$ cat src/rtl/reg_write_arbiter_if.sv
// Register-file write arbiter bus: WB request, long-latency result
// handshake, scoreboard lookup and the merged register-file write port.
interface reg_write_arbiter_if;
  logic        wb_reg_write;
  logic [4:0]  wb_wr_reg;
  logic [31:0] wb_wr_data;
  logic        lu_issue;
  logic [4:0]  lu_issue_reg;
  logic        lu_valid;
  logic [4:0]  lu_reg;
  logic [31:0] lu_data;
  logic        lu_ready;
  logic [4:0]  chk_reg1;
  logic [4:0]  chk_reg2;
  logic        busy1;
  logic        busy2;
  logic        pending;
  logic        reg_write;
  logic [4:0]  wr_reg;
  logic [31:0] wr_data;

  // Pipeline / hazard side drives requests and reads the write port.
  modport master (
    output wb_reg_write, wb_wr_reg, wb_wr_data,
    output lu_issue, lu_issue_reg, lu_valid, lu_reg, lu_data,
    output chk_reg1, chk_reg2,
    input  lu_ready, busy1, busy2, pending, reg_write, wr_reg, wr_data
  );

  // Arbiter side.
  modport slave (
    input  wb_reg_write, wb_wr_reg, wb_wr_data,
    input  lu_issue, lu_issue_reg, lu_valid, lu_reg, lu_data,
    input  chk_reg1, chk_reg2,
    output lu_ready, busy1, busy2, pending, reg_write, wr_reg, wr_data
  );
endinterface

$ cat src/rtl/reg_write_arbiter.sv
// Single-write-port arbiter: WB stage has priority, long-latency results
// wait in a one-entry skid buffer. Also tracks pending long-latency
// destinations in a 32-bit scoreboard for the hazard unit.
module reg_write_arbiter (
  input  logic                 clk,
  input  logic                 rst,
  reg_write_arbiter_if.slave   bus
);

  typedef struct packed {
    logic [4:0]  idx;
    logic [31:0] data;
  } wr_req_t;

  logic    buf_valid;
  wr_req_t buf_q;
  logic [31:0] sb;
  logic [31:0] sb_set, sb_clr, sb_nxt;

  logic wb_go, lu_acc, lu_wr;

  assign wb_go  = bus.wb_reg_write && (bus.wb_wr_reg != 5'd0);
  assign bus.lu_ready = !buf_valid && !rst;
  assign lu_acc = bus.lu_valid && bus.lu_ready;
  // Accepted result that actually targets a register (r0 results are dropped).
  assign lu_wr  = lu_acc && (bus.lu_reg != 5'd0);

  // Scoreboard next state: clear on the edge a long-latency result reaches
  // the port, set on issue; set wins a same-register race. sb[0] stays 0.
  always_comb begin
    sb_set = '0;
    sb_clr = '0;
    if (bus.lu_issue && bus.lu_issue_reg != 5'd0)
      sb_set[bus.lu_issue_reg] = 1'b1;
    if (!wb_go) begin
      if (buf_valid)  sb_clr[buf_q.idx]  = 1'b1;
      else if (lu_wr) sb_clr[bus.lu_reg] = 1'b1;
    end
    sb_nxt = ((sb & ~sb_clr) | sb_set) & 32'hFFFF_FFFE;
  end

  // Write-port selection and skid buffer fill/drain.
  always_ff @(posedge clk) begin
    if (rst) begin
      bus.reg_write <= 1'b0;
      bus.wr_reg    <= 5'd0;
      bus.wr_data   <= 32'd0;
      buf_valid     <= 1'b0;
      buf_q         <= '0;
      sb            <= '0;
    end else begin
      sb <= sb_nxt;
      if (wb_go) begin
        bus.reg_write <= 1'b1;
        bus.wr_reg    <= bus.wb_wr_reg;
        bus.wr_data   <= bus.wb_wr_data;
        // A result accepted under WB priority parks in the buffer.
        if (lu_wr) begin
          buf_valid  <= 1'b1;
          buf_q.idx  <= bus.lu_reg;
          buf_q.data <= bus.lu_data;
        end
      end else if (buf_valid) begin
        bus.reg_write <= 1'b1;
        bus.wr_reg    <= buf_q.idx;
        bus.wr_data   <= buf_q.data;
        buf_valid     <= 1'b0;
      end else if (lu_wr) begin
        bus.reg_write <= 1'b1;
        bus.wr_reg    <= bus.lu_reg;
        bus.wr_data   <= bus.lu_data;
      end else begin
        bus.reg_write <= 1'b0;
      end
    end
  end

  // Combinational lookups; sb[0] is always 0 so index 0 reads not-busy.
  assign bus.busy1   = sb[bus.chk_reg1];
  assign bus.busy2   = sb[bus.chk_reg2];
  assign bus.pending = |sb;

endmodule
$ cat src/flat_wrapper.sv
// flat-port wrapper written by rule: the top's interface ports become plain ports
module reg_write_arbiter_flat 
  (clk, rst, bus_wb_reg_write, bus_wb_wr_reg, bus_wb_wr_data, bus_lu_issue, bus_lu_issue_reg, bus_lu_valid, bus_lu_reg, bus_lu_data, bus_chk_reg1, bus_chk_reg2, bus_lu_ready, bus_busy1, bus_busy2, bus_pending, bus_reg_write, bus_wr_reg, bus_wr_data);
  reg_write_arbiter_if bus_i ();
  input  logic clk;
  input  logic rst;
  input wire logic [$bits(bus_i.wb_reg_write)-1:0] bus_wb_reg_write;
  input wire logic [$bits(bus_i.wb_wr_reg)-1:0] bus_wb_wr_reg;
  input wire logic [$bits(bus_i.wb_wr_data)-1:0] bus_wb_wr_data;
  input wire logic [$bits(bus_i.lu_issue)-1:0] bus_lu_issue;
  input wire logic [$bits(bus_i.lu_issue_reg)-1:0] bus_lu_issue_reg;
  input wire logic [$bits(bus_i.lu_valid)-1:0] bus_lu_valid;
  input wire logic [$bits(bus_i.lu_reg)-1:0] bus_lu_reg;
  input wire logic [$bits(bus_i.lu_data)-1:0] bus_lu_data;
  input wire logic [$bits(bus_i.chk_reg1)-1:0] bus_chk_reg1;
  input wire logic [$bits(bus_i.chk_reg2)-1:0] bus_chk_reg2;
  output wire logic [$bits(bus_i.lu_ready)-1:0] bus_lu_ready;
  output wire logic [$bits(bus_i.busy1)-1:0] bus_busy1;
  output wire logic [$bits(bus_i.busy2)-1:0] bus_busy2;
  output wire logic [$bits(bus_i.pending)-1:0] bus_pending;
  output wire logic [$bits(bus_i.reg_write)-1:0] bus_reg_write;
  output wire logic [$bits(bus_i.wr_reg)-1:0] bus_wr_reg;
  output wire logic [$bits(bus_i.wr_data)-1:0] bus_wr_data;
  assign bus_i.wb_reg_write = bus_wb_reg_write;
  assign bus_i.wb_wr_reg = bus_wb_wr_reg;
  assign bus_i.wb_wr_data = bus_wb_wr_data;
  assign bus_i.lu_issue = bus_lu_issue;
  assign bus_i.lu_issue_reg = bus_lu_issue_reg;
  assign bus_i.lu_valid = bus_lu_valid;
  assign bus_i.lu_reg = bus_lu_reg;
  assign bus_i.lu_data = bus_lu_data;
  assign bus_i.chk_reg1 = bus_chk_reg1;
  assign bus_i.chk_reg2 = bus_chk_reg2;
  assign bus_lu_ready = bus_i.lu_ready;
  assign bus_busy1 = bus_i.busy1;
  assign bus_busy2 = bus_i.busy2;
  assign bus_pending = bus_i.pending;
  assign bus_reg_write = bus_i.reg_write;
  assign bus_wr_reg = bus_i.wr_reg;
  assign bus_wr_data = bus_i.wr_data;
  reg_write_arbiter u_core (.clk(clk), .rst(rst), .bus(bus_i));
endmodule
$ cat config.mk
export PLATFORM = sky130hd
export DESIGN_NAME = reg_write_arbiter_flat
export DESIGN_NICKNAME = d
export VERILOG_FILES = /design/src/rtl/reg_write_arbiter_if.sv /design/src/rtl/reg_write_arbiter.sv /design/src/flat_wrapper.sv
export SDC_FILE = /design/constraint.sdc
export NUM_CORES = 1
export LEC_CHECK = 0
export CORE_MARGIN = 2
export CORE_UTILIZATION = 34
export DETAILED_ROUTE_END_ITERATION = 8
export GPL_ROUTABILITY_DRIVEN = 1
export PLACE_DENSITY_LB_ADDON = 0.15
export SYNTH_ARGS = -nofsm -noshare
export SYNTH_HDL_FRONTEND = slang
export SYNTH_SLANG_ARGS = --single-unit
$ cat constraint.sdc
create_clock -name clk -period 3.9 [get_ports clk]
set_input_delay 0.585 -clock clk [delete_from_list [all_inputs] [get_ports clk]]
set_output_delay 0.585 -clock clk [all_outputs]
set_load 0.01 [all_outputs]
==> flow_metrics.tcl, run 1 <==
set metrics [dict create \
    floorplan.initialDensity_pct 34.73 \
    max_cap_violations 0 \
    worst_setup_hold_path_clk_slew_ps 70 \
    chipWidth_um 133.9 \
    clock_sink_count 107 \
    maxSlewHeadroom_pct 13.36 \
    max_clock_freq_mhz 266.3 \
    drc_errors 0 \
    top_regs "u_core.buf_q x37, u_core.bus.wr_data x32, u_core.sb x31" \
    row_count 47 \
    yosys_warnings 0 \
    i_o_pin_count 136 \
    cts_post_setup_buffers_inserted 0 \
    wl_per_cell_um 19.85 \
    detailedPlacementHpwl_um 12960 \
    grt_first_pass_wirelength_um 30080 \
    cts.hold.buffers_added 0 \
    grt_pass1_vias 5716 \
    worst-endpoint-required_ps 3310 \
    hold_depth 2 \
    via_count 5658 \
    finalWorstPathRequiredPeriod_ps 3755 \
    tritoncts "built" \
    yosys.area.top_type_share_pct 37.32 \
    timing.final.crit_share_pct 96.29 \
    postLayoutCellArea_um2 7450 \
    worst_hold_path_type "reg -> reg" \
    synth_edf_count 0 \
    pre_cts_slack_ps 134.4 \
    insertedDiodeCount 0 \
    cellPowerDensity_nw_per_um2 352.0 \
    place_area_um2 7136 \
    ir_drop_uv 260.7 \
    postSynth.topFlopCell "sky130_fd_sc_hd__dfxtp_1" \
    number_of_flip_flops_in_the_largest_register 37 \
    timing.hold.ws_ps 477.5 \
    async_reset_ff_share_pct 0 \
    largest_net_degree_at_the_start_of_global_routing 101 \
    synth.cells.most_frequent "107 x sky130_fd_sc_hd__dfxtp_1, 66 x sky130_fd_sc_hd__a21oi_1, 43 x sky130_fd_sc_hd__nand3_1, 42 x sky130_fd_sc_hd__nand2_1, 40 x sky130_fd_sc_hd__nor4_1" \
    drt-initial-drc-count 344 \
    final_net_count 823 \
    yosys.cell_types.count 49 \
    timing_hold_violations_final 0 \
    grt_setup_unrepaired "no" \
    drv_slew 0 \
    drtAntennaViolNets 0 \
    final.setup.tns_ps 0 \
    timing.final.setup_violations 0 \
    cp_launch_type "primary input" \
    number_of_nets_produced_by_synthesis 741 \
    critical_path_arrival_ps 3170 \
    layout-area-overhead-vs-synth_pct 29.80 \
    port-buffer-count 135 \
    synth_seq_area_share_pct 37.32 \
    layout-drive-gt1-share_pct 7.221 \
    crit_fanout 9 \
    antenna_found_initial 0 \
    dr.pass1.iters 5 \
    synth_top_area_cell "sky130_fd_sc_hd__dfxtp_1" \
    top_register "u_core.buf_q" \
    netlist_instances 647 \
    clock-root-buffer "sky130_fd_sc_hd__clkbuf_16" \
    drt-vias-per-instance 5.931 \
    numCtsBuffers 9 \
    synth_seq_cells 107 \
    worst_pin_slew_ps 1300 \
    post_synth.cell_area_avg_um2 8.871 \
    cts_buffer_depth 2 \
    reg2regPathDepth 6 \
    outcome "finished clean" \
    synth_area_leaders "sky130_fd_sc_hd__dfxtp_1 37%, sky130_fd_sc_hd__a221o_1 5.9%, sky130_fd_sc_hd__a21oi_1 5.8%" \
    power.static_leakage_nw 2.400 \
    htreeDepth 3 \
    worstSkewPairLatency_ps 350 \
    worst_setup_path_end_kind "output pin" \
    gr-usage-all-layers_pct 20.93 \
    timing_worst_setup_path_type "in -> out" \
    drt_wl_total_um 18930 \
    gp_routability_congestion 0.9069 \
    setup_clock_skew_after_layout_ps 9.793 \
    yosys.cell_count.top_type "sky130_fd_sc_hd__dfxtp_1" \
    postLayoutSetupSlackWorst_ps 144.9 \
    die-area_um2 17940 \
    synth_area_um2 5739 \
    grt.overflow.total 0 \
    die_y_um 133.9 \
    post_cts.resized_instances 0 \
    core_area_um2 16520 \
]
## layout by cell type (no fill, tap or decap), drive strengths merged, types with 6 or more instances in the layout
cell type	synthesis	layout
and3b	9	9
o31ai	26	26
buf	39	13
nor2	11	11
mux4	14	14
nor3b	10	10
o21ai	41	41
inv	5	6
clkbuf	37	13
clkdlybuf4s50	0	134
a221o	34	34
nand3	43	43
nor2b	6	6
a22oi	26	26
dfxtp	107	107
nor4	40	40
a21oi	66	66
mux2i	32	32
nand2	42	42
## kinds of logic after synthesis
kind of cell,after synthesis,share of synthesized area [%]
AO/OA/AOI/OAI,217,25.83
multiplexers,48,11.47
flip-flops,107,37.32
buffers and inverters,81,6.366
AND/OR/NAND/NOR,194,19.01
## worst max-delay path, cell delays in order
cell	delay (ps)
sky130_fd_sc_hd__clkdlybuf4s50_1	750
sky130_fd_sc_hd__mux2_2	390
sky130_fd_sc_hd__a221oi_1	280
sky130_fd_sc_hd__a2111oi_0	120
sky130_fd_sc_hd__or4_1	540
sky130_fd_sc_hd__clkdlybuf4s50_1	500
## final timing paths
path | from | end | slack (ps)
max | bus_chk_reg2[1] | bus_busy2 | 140
min | u_core.buf_q[1] | u_core.buf_q[1] | 480
max reg2reg | u_core.buf_valid | u_core.buf_q[34] | 1310
min reg2reg | u_core.buf_q[1] | u_core.buf_q[1] | 480
## per-layer routing
metal  GRT usage [%]  share of wire (%)  routed length (µm)  vias to the layer above
met3           4.686                6.0                1144                       46
met4           9.870                3.1                 590                        0
li1                -                  -                   -                     2690
met5               0                  0                   0                        -
met1           26.20                 43                8064                     2744
met2           34.25                 48                9134                      178
## power breakdown
group          switching [W]  internal, W  leakage [nW]  total [W]
Combinational       0.000237     0.000236          1.37   0.000473
Clock               0.000419     0.000553         0.156   0.000972
Sequential         0.0000364      0.00114         0.874    0.00118
## metrics by stage
| step | util, % | std cells | power, W |
|---|---|---|---|
| floorplan | - | 647 | 0.001437 |
| global placement | 43.18 | 938 | 0.001664 |
| detailed placement | 43.18 | 938 | 0.001672 |
| CTS | 45.08 | 954 | 0.002638 |
| global route | 45.08 | 954 | 0.002731 |
| finish | 45.08 | 954 | 0.002622 |
## area by class of cell
| class | instances | area (µm²) |
|---|---|---|
| Sequential cell | 107 | 2143 |
| Clock inverter | 3 | 43.79 |
| Multi-Input combinational cell | 459 | 3259 |
| Timing Repair Buffer | 147 | 1439 |
| Inverter | 5 | 18.77 |
| Clock buffer | 13 | 270.3 |
| Tap cell | 220 | 275.3 |
| Fill cell | 1572 | 9075 |
Note: power is estimated with default switching activity, not from simulation.
==> run 2, diff against run 1 <==
Settings changed: CTS_CLUSTER_DIAMETER from default to 60.
==> results of run 2 <==
No change in the layout: final DEF, timing and power equal those of run 1.
